### src/rtl/carlight_pkg.sv
// Shared types and default timing constants for the car-light mode selector and pattern stage.
package carlight_pkg;

    typedef enum logic [1:0] {
        MODE_0 = 2'd0,
        MODE_1 = 2'd1,
        MODE_2 = 2'd2,
        MODE_3 = 2'd3
    } light_mode_t;

    typedef enum logic [1:0] {
        IDLE  = 2'd0,
        CHECK = 2'd1,
        PEND  = 2'd2
    } lms_state_t;

    localparam int DEF_TICK_DIV        = 1 << 22;
    localparam int DEF_DEBOUNCE_CYCLES = 1 << 20;

endpackage

### src/rtl/light_tick_gen.sv
// Pattern step tick (one pulse every TICK_DIV cycles) and blink phase that flips on each tick.
module light_tick_gen #(
    parameter int TICK_DIV = 8
) (
    input  logic clk,
    input  logic rstN,
    output logic tick,
    output logic blink
);

    localparam int CW = $clog2(TICK_DIV);
    localparam logic [CW-1:0] DIV_LAST = CW'(TICK_DIV - 1);

    logic [CW-1:0] divCnt;
    logic          wrap;

    assign wrap = (divCnt == DIV_LAST);

    // tick and blink are registered off the wrap so they land on the edge divCnt returns to 0
    always_ff @(posedge clk or negedge rstN) begin
        if (!rstN) begin
            divCnt <= '0;
            tick   <= 1'b0;
            blink  <= 1'b0;
        end else begin
            divCnt <= wrap ? '0 : divCnt + CW'(1);
            tick   <= wrap;
            blink  <= blink ^ wrap;
        end
    end

endmodule

### src/rtl/light_mode_sel.sv
// Synchronises and debounces the raw mode switches into a committed 2-bit mode, plus step tick/blink.
// Optional: define LIGHT_MODE_TICK_ALIGN_EN to defer mode commits to a tick cycle.
module light_mode_sel
    import carlight_pkg::*;
#(
    parameter int TICK_DIV        = DEF_TICK_DIV,
    parameter int DEBOUNCE_CYCLES = DEF_DEBOUNCE_CYCLES
) (
    input  logic       clk,
    input  logic       rstN,
    input  logic [1:0] swRaw,
    output logic [1:0] mode,
    output logic       modeChg,
    output logic       tick,
    output logic       blink,
    output lms_state_t dbgState
);

    localparam int DBW = $clog2(DEBOUNCE_CYCLES);
    localparam logic [DBW-1:0] DB_LAST = DBW'(DEBOUNCE_CYCLES - 1);

    logic [1:0]     swMeta;
    logic [1:0]     swSync;
    lms_state_t     state, stateNxt;
    light_mode_t    cand, candNxt;
    logic [DBW-1:0] dbCnt, dbCntNxt;
    logic [1:0]     modeNxt;
    logic           modeChgNxt;

    light_tick_gen #(
        .TICK_DIV(TICK_DIV)
    ) uTick (
        .clk  (clk),
        .rstN (rstN),
        .tick (tick),
        .blink(blink)
    );

    // swRaw goes straight into the first flop; nothing may sit in front of it
    always_ff @(posedge clk or negedge rstN) begin
        if (!rstN) begin
            swMeta <= 2'b00;
            swSync <= 2'b00;
        end else begin
            swMeta <= swRaw;
            swSync <= swMeta;
        end
    end

    always_ff @(posedge clk or negedge rstN) begin
        if (!rstN) begin
            state   <= IDLE;
            cand    <= MODE_0;
            dbCnt   <= '0;
            mode    <= 2'b00;
            modeChg <= 1'b0;
        end else begin
            state   <= stateNxt;
            cand    <= candNxt;
            dbCnt   <= dbCntNxt;
            mode    <= modeNxt;
            modeChg <= modeChgNxt;
        end
    end

    always_comb begin
        stateNxt   = state;
        candNxt    = cand;
        dbCntNxt   = dbCnt;
        modeNxt    = mode;
        modeChgNxt = 1'b0;
        case (state)
            IDLE: begin
                if (swSync != mode) begin
                    stateNxt = CHECK;
                    candNxt  = light_mode_t'(swSync);
                    dbCntNxt = '0;
                end
            end
            CHECK: begin
                if (swSync == mode) begin
                    stateNxt = IDLE;
                end else if (swSync != cand) begin
                    candNxt  = light_mode_t'(swSync);
                    dbCntNxt = '0;
                end else if (dbCnt < DB_LAST) begin
                    dbCntNxt = dbCnt + DBW'(1);
                end else begin
`ifdef LIGHT_MODE_TICK_ALIGN_EN
                    if (tick) begin
                        modeNxt    = cand;
                        modeChgNxt = 1'b1;
                        stateNxt   = IDLE;
                    end else begin
                        stateNxt = PEND;
                    end
`else
                    modeNxt    = cand;
                    modeChgNxt = 1'b1;
                    stateNxt   = IDLE;
`endif
                end
            end
            PEND: begin
`ifdef LIGHT_MODE_TICK_ALIGN_EN
                // Debounce is done; wait for a step boundary unless the switch moves again
                if (swSync == mode) begin
                    stateNxt = IDLE;
                end else if (swSync != cand) begin
                    stateNxt = CHECK;
                    candNxt  = light_mode_t'(swSync);
                    dbCntNxt = '0;
                end else if (tick) begin
                    modeNxt    = cand;
                    modeChgNxt = 1'b1;
                    stateNxt   = IDLE;
                end
`else
                stateNxt = IDLE;
`endif
            end
            default: stateNxt = IDLE;
        endcase
    end

    assign dbgState = state;

endmodule

### config.mk
export PLATFORM = sky130hd
export DESIGN_NAME = light_mode_sel
export DESIGN_NICKNAME = d
export VERILOG_FILES = /design/src/rtl/carlight_pkg.sv /design/src/rtl/light_tick_gen.sv /design/src/rtl/light_mode_sel.sv
export SDC_FILE = /design/constraint.sdc
export NUM_CORES = 1
export LEC_CHECK = 0
export CAP_MARGIN = 10
export CORE_ASPECT_RATIO = 1.75
export CORE_MARGIN = 2
export CORE_UTILIZATION = 46
export DETAILED_ROUTE_END_ITERATION = 16
export PLACE_DENSITY = 0.66
export SLEW_MARGIN = 20
export SYNTH_ARGS = -nofsm -noshare
export SYNTH_HDL_FRONTEND = slang
export SYNTH_SLANG_ARGS = --single-unit
### constraint.sdc
create_clock -name clk -period 2.1 [get_ports clk]
set_clock_uncertainty 0.2 [all_clocks]
set_input_delay 0.21 -clock clk [delete_from_list [all_inputs] [get_ports clk]]
set_output_delay 0.21 -clock clk [all_outputs]
set_load 0.02 [all_outputs]
## Yosys cells after proc, flatten, opt, wreduce, memory -nomap -nowiden

Index checks and enable logic that the tools add are counted.

- Bitwise gates (word level): 4
- Equality and inequality tests: 11
- Order comparisons: 1
- Mux-type cells: 19
- $add $sub $neg: 2
- Reduce and logical (&&, ||, !) cells: 6

Operator list:

| cell | count |
|---|---|
| 2-to-1 mux 20 bit | 4 |
| one-hot mux 20 bit (2 select lines) | 1 |
| adder 22 x 1 -> 22 bit, second input constant | 1 |
| == test 22 bit, second input constant | 1 |
| 2-to-1 mux 22 bit | 1 |
| adder 20 x 1 -> 20 bit, second input constant | 1 |
| < comparator 20 bit, second input constant | 1 |
| 2-to-1 mux 2 bit | 7 |
| AND reduction 4 bit | 3 |
| != test 3 bit, second input constant | 3 |
| one-hot mux 2 bit (2 select lines) | 2 |
| != test 2 bit, second input constant | 3 |
| 2-to-1 mux 1 bit | 4 |
| != test 2 bit | 2 |
| inverter 1 bit | 3 |
| AND reduction 3 bit | 1 |
| == test 2 x 1 -> 1 bit, second input constant | 1 |
| == test 2 bit | 1 |
| logical NOT 2 bit | 1 |
| nonzero test 2 bit | 1 |
| XOR 1 bit | 1 |

- Input bits: 4
- Bits in registers: 55
- Output and inout bits: 7
- Logic and storage cells: 53

## Longest topological paths before layout

- Depth in word-level cells: 5
- Mapped depth: 7

## Hierarchy

A second synthesis with hierarchy kept.

- Cells, all modules: 274
- Area, all modules: 2757.6 sq um

By module, submodules not included:

| module | cells each | times used | area an instance (sq um) |
|---|---|---|---|
| light_mode_sel | 166 | 1 | 1584.0 |
| light_tick_gen | 108 | 1 | 1173.6 |

## Worst setup path after synthesis

Ideal clock, no wire load.

- Path type: reg2reg
- Start: register dbCnt[0]
- End: register mode[0]
- Data required time: 1775 ps
- Buffers on the path: 0
- Stages on the path, launching flop included: 7
- Path slack: 26 ps
- Data arrival time: 1749 ps
- Cell sequence: dfrtp_1 ha_1 nand3_1 nor4_4 and2_4 nand2_4 mux2_4

- Word-level cells in the longest chain between the ends: 3

Ends and longest elaborated chain:

| what | RTL line | text |
|---|---|---|
| start, declared | light_mode_sel.sv:26 | `logic [DBW-1:0] dbCnt, dbCntNxt;` |
| start signal, assigned | light_mode_sel.sv:60 | `dbCnt <= dbCntNxt;` |
| < comparator 20 bit | light_mode_sel.sv:86 | `end else if (dbCnt < DB_LAST) begin` |
| inverter 1 bit (no line) | n/a |  |
| AND reduction 4 bit (no line) | n/a |  |
| end signal, assigned | light_mode_sel.sv:61 | `mode <= modeNxt;` |
| end, declared | light_mode_sel.sv:12 | `output logic [1:0] mode,` |

No other way between the ends.
A chain may end at the register's enable or synchronous reset.

## Worst setup path after layout

- Start: register dbCnt[4]
- End: register mode[1]

The elaborated chain is that of the path after synthesis.

==> results.txt <==
GR Util met1 = 0.246
Crit end category = register
Reg-to-reg endpoint = mode[1]$_DFFE_PN0P_
Synthesized cell area = 2580 sq um
Max VDD drop = 0.000585 V
Final wirelength = 5520 um
Setup-failing EPs final = 0
Max clock buf depth = 2
Syn_nets = 251
Row count = 36
Dpl ws = 75.0 ps
Clk root buf = clkbuf_8
Sink Count = 54
Dpl cells = 346
I/O pin total = 11
TritonCTS clock tree = yes
Critical path peak fanout = 8
Per-cell routed wire length = 15.6 um
Worst setup path start = dbCnt[4]$_DFFE_PN0P_
Sequential fraction of the synthesis area = 0.524
RSZ-0062 raised after global routing = no
Post-CTS setup buffers = 0
Final Max Slew Viols = 0
Number of synthesized register bits = 54
CORE AREA = 5500 sq um
Vias per cell = 5.75
Critical Path Source Type = register
Dpl hpwl = 4040 um
Flip-flop and latch area = 1350 sq um
Global placer's final weighted congestion = 0.840
Vias in the first global route = 2058
Die W = 60.6 um
CTS Buf Count = 5
Synth top cells by count = dfrtp_1, nand2_1, nand3_1, nor2_1, xor2_1
Initial antenna violation count = 0
# fillers = 508
Met3 GRT Util = 0.0389
Largest cells by area after synthesis = dfrtp_1, xor2_1, nand3_1
Initial core utilization = 0.470
Main synth FF type = dfrtp_1
Total GRT Usage = 0.207
Syn avg cell area = 10.5 sq um
P&R area growth vs syn = 17.5%
Final nets = 284
Post-synth EDFFs = 0
Pwr Total = 1.82 mW
Grt met2 use = 0.341
WS Path Type = reg2reg
Power Dens Cells = 599 nW/um^2
Via total after detailed routing = 2041
Reg-to-Reg Start = dbCnt[4]$_DFFE_PN0P_
Share of Yosys cell area claimed by the top area cell type = 0.524
Async SR Flop Fraction = 1.00
Hold Crit Depth = 1
Outcome = completed
Synthesized instance count = 245
Port bufs = 9
HP Class = in2reg
Actual slew at the worst max-slew pin = 682 ps
Max Clk Rate = 509 MHz
WHS = 125 ps
Worst EP required = 2120 ps
Design area = 3030 sq um
Hold Path Sink = swMeta[1]$_DFF_PN0_
Die ar. = 6250 sq um
Multi-input gate area = 1210 sq um
DR pass1 iterations = 4
Pin count of the biggest net entering global routing = 55
Crit path time final = 1970 ps
Area leader, netlist = dfrtp_1
DR DRC count = 0
Die height = 103 um
Final hold viol count = 0
Wire length of the first global-routing pass = 9730 um
# diodes = 0
Non-filler cells, final = 355
Cells on worst reg2reg path = 5
Hold_sp = swRaw[1]
Layout cells sized above 1 = 0.161
Initial DRC count = 138
Clock latency at the later pin of the worst-skew pair = 320 ps
Worst-path clk slew = 100 ps
Relative slew slack = 0.545
Leak = 1.35 nW
Gr ovfl total = 0
Yosys synthesis warning count = 0
Dpl cell area = 2890 sq um
Most frequent cell after synthesis = dfrtp_1
Htree depth = 2
Core Util, Final = 0.552
Share of the clock period used by the worst path = 0.936
Critical Path AT = 1980 ps
Cell variety after synth = 45
TNS Setup = 0 ps
Max-Cap Viols = 0
Reg2Reg Setup Slack = 130 ps
Final worst slack = 135 ps
GRT Max-Usage Layer = met2
ANT nets after route = 0
-- cell type report --
type,count,share of cell area
Sequential cell,54,0.446
Timing Repair Buffer,31,0.0833
Tap cell,76,0.0314
Clock inverter,2,0.00536
Multi-Input combinational cell,179,0.399
Clock buffer,6,0.0272
Inverter,7,0.00866
-- power by group --
part           switching [mW]  internal [mW]
combinational          0.0789         0.0454
sequential            0.00993           1.05
clock                   0.358          0.272
-- cell usage in the layout, fill, tap and decap left out, types with 2 or more instances in the layout --
cell type        instances
clkbuf_8                 6
xnor2_1                 10
buf_4                   21
ha_1                     2
a31oi_1                  3
o21ai_0                  7
or3_1                    3
clkdlybuf4s50_1          8
a41oi_1                  5
nand4_1                  8
nor2_1                  18
o41ai_1                  3
o211ai_1                 3
o31ai_1                  6
nor4_1                   3
xor2_2                   2
o311ai_0                 6
nand2_1                 22
and3_1                   6
inv_1                    7
nand3_1                 18
xor2_1                  11
a21oi_1                  6
dfrtp_1                 54
and4_1                   6
o311ai_1                 2
mux2_4                   2
a311oi_1                 2
nor3_1                   2
-- worst max-delay path, stage by stage, from the launching register on --
cell and delay [ps]:
dfrtp_1 490, nand4_2 180, nor4_4 390, and2_4 250
nand2_4 60, mux2_4 290
-- state kept, by name, indices dropped and copies added (netlist names) --
register	flops
dbgState	1
mode	2
dbCnt	20
modeChg	1
uTick.blink	1
swMeta	2
uTick.tick	1
swSync	2
cand	2
uTick.divCnt	22
-- metal layers --
| layer | wire length [um] | part of all wire | up-vias |
|---|---|---|---|
| met5 | 0 | 0 | - |
| met1 | 2170 | 0.39 | 1002 |
| met2 | 2980 | 0.54 | 36 |
| li1 | - | - | 980 |
| met3 | 119 | 0.022 | 23 |
| met4 | 260 | 0.047 | 0 |
-- cells by family after synthesis --
group | Yosys count | synth area share
AO/OA/AOI/OAI | 49 | 0.139
flip-flops | 54 | 0.524
other | 1 | 0.00145
multiplexers | 3 | 0.0155
XOR/XNOR | 23 | 0.0780
buffers and inverters | 12 | 0.0199
adder cells (fa/ha/maj) | 2 | 0.00969
AND/OR/NAND/NOR | 101 | 0.213
-- worst max path at each step --
stage                       endpoint  slack, ps  cells after the start
2_1_floorplan    mode[0]$_DFFE_PN0P_         30                      6
3_3_place_gp    dbCnt[6]$_DFFE_PN0P_        110                      6
3_5_place_dp     mode[1]$_DFFE_PN0P_         70                      6
4_1_cts         dbCnt[1]$_DFFE_PN0P_         70                      6
5_1_grt        dbCnt[11]$_DFFE_PN0P_          9                      6
6_report         mode[1]$_DFFE_PN0P_        130                      5
-- timing repair --
item / 4_1_cts / 5_1_grt
endpoints found under the setup margin: 0 / 16
resized for setup: 0 / 9
hold buffers: 1 / 0
hold endpoints to repair: 54 / 0
No activity file was read; power rests on OpenSTA's default activity.
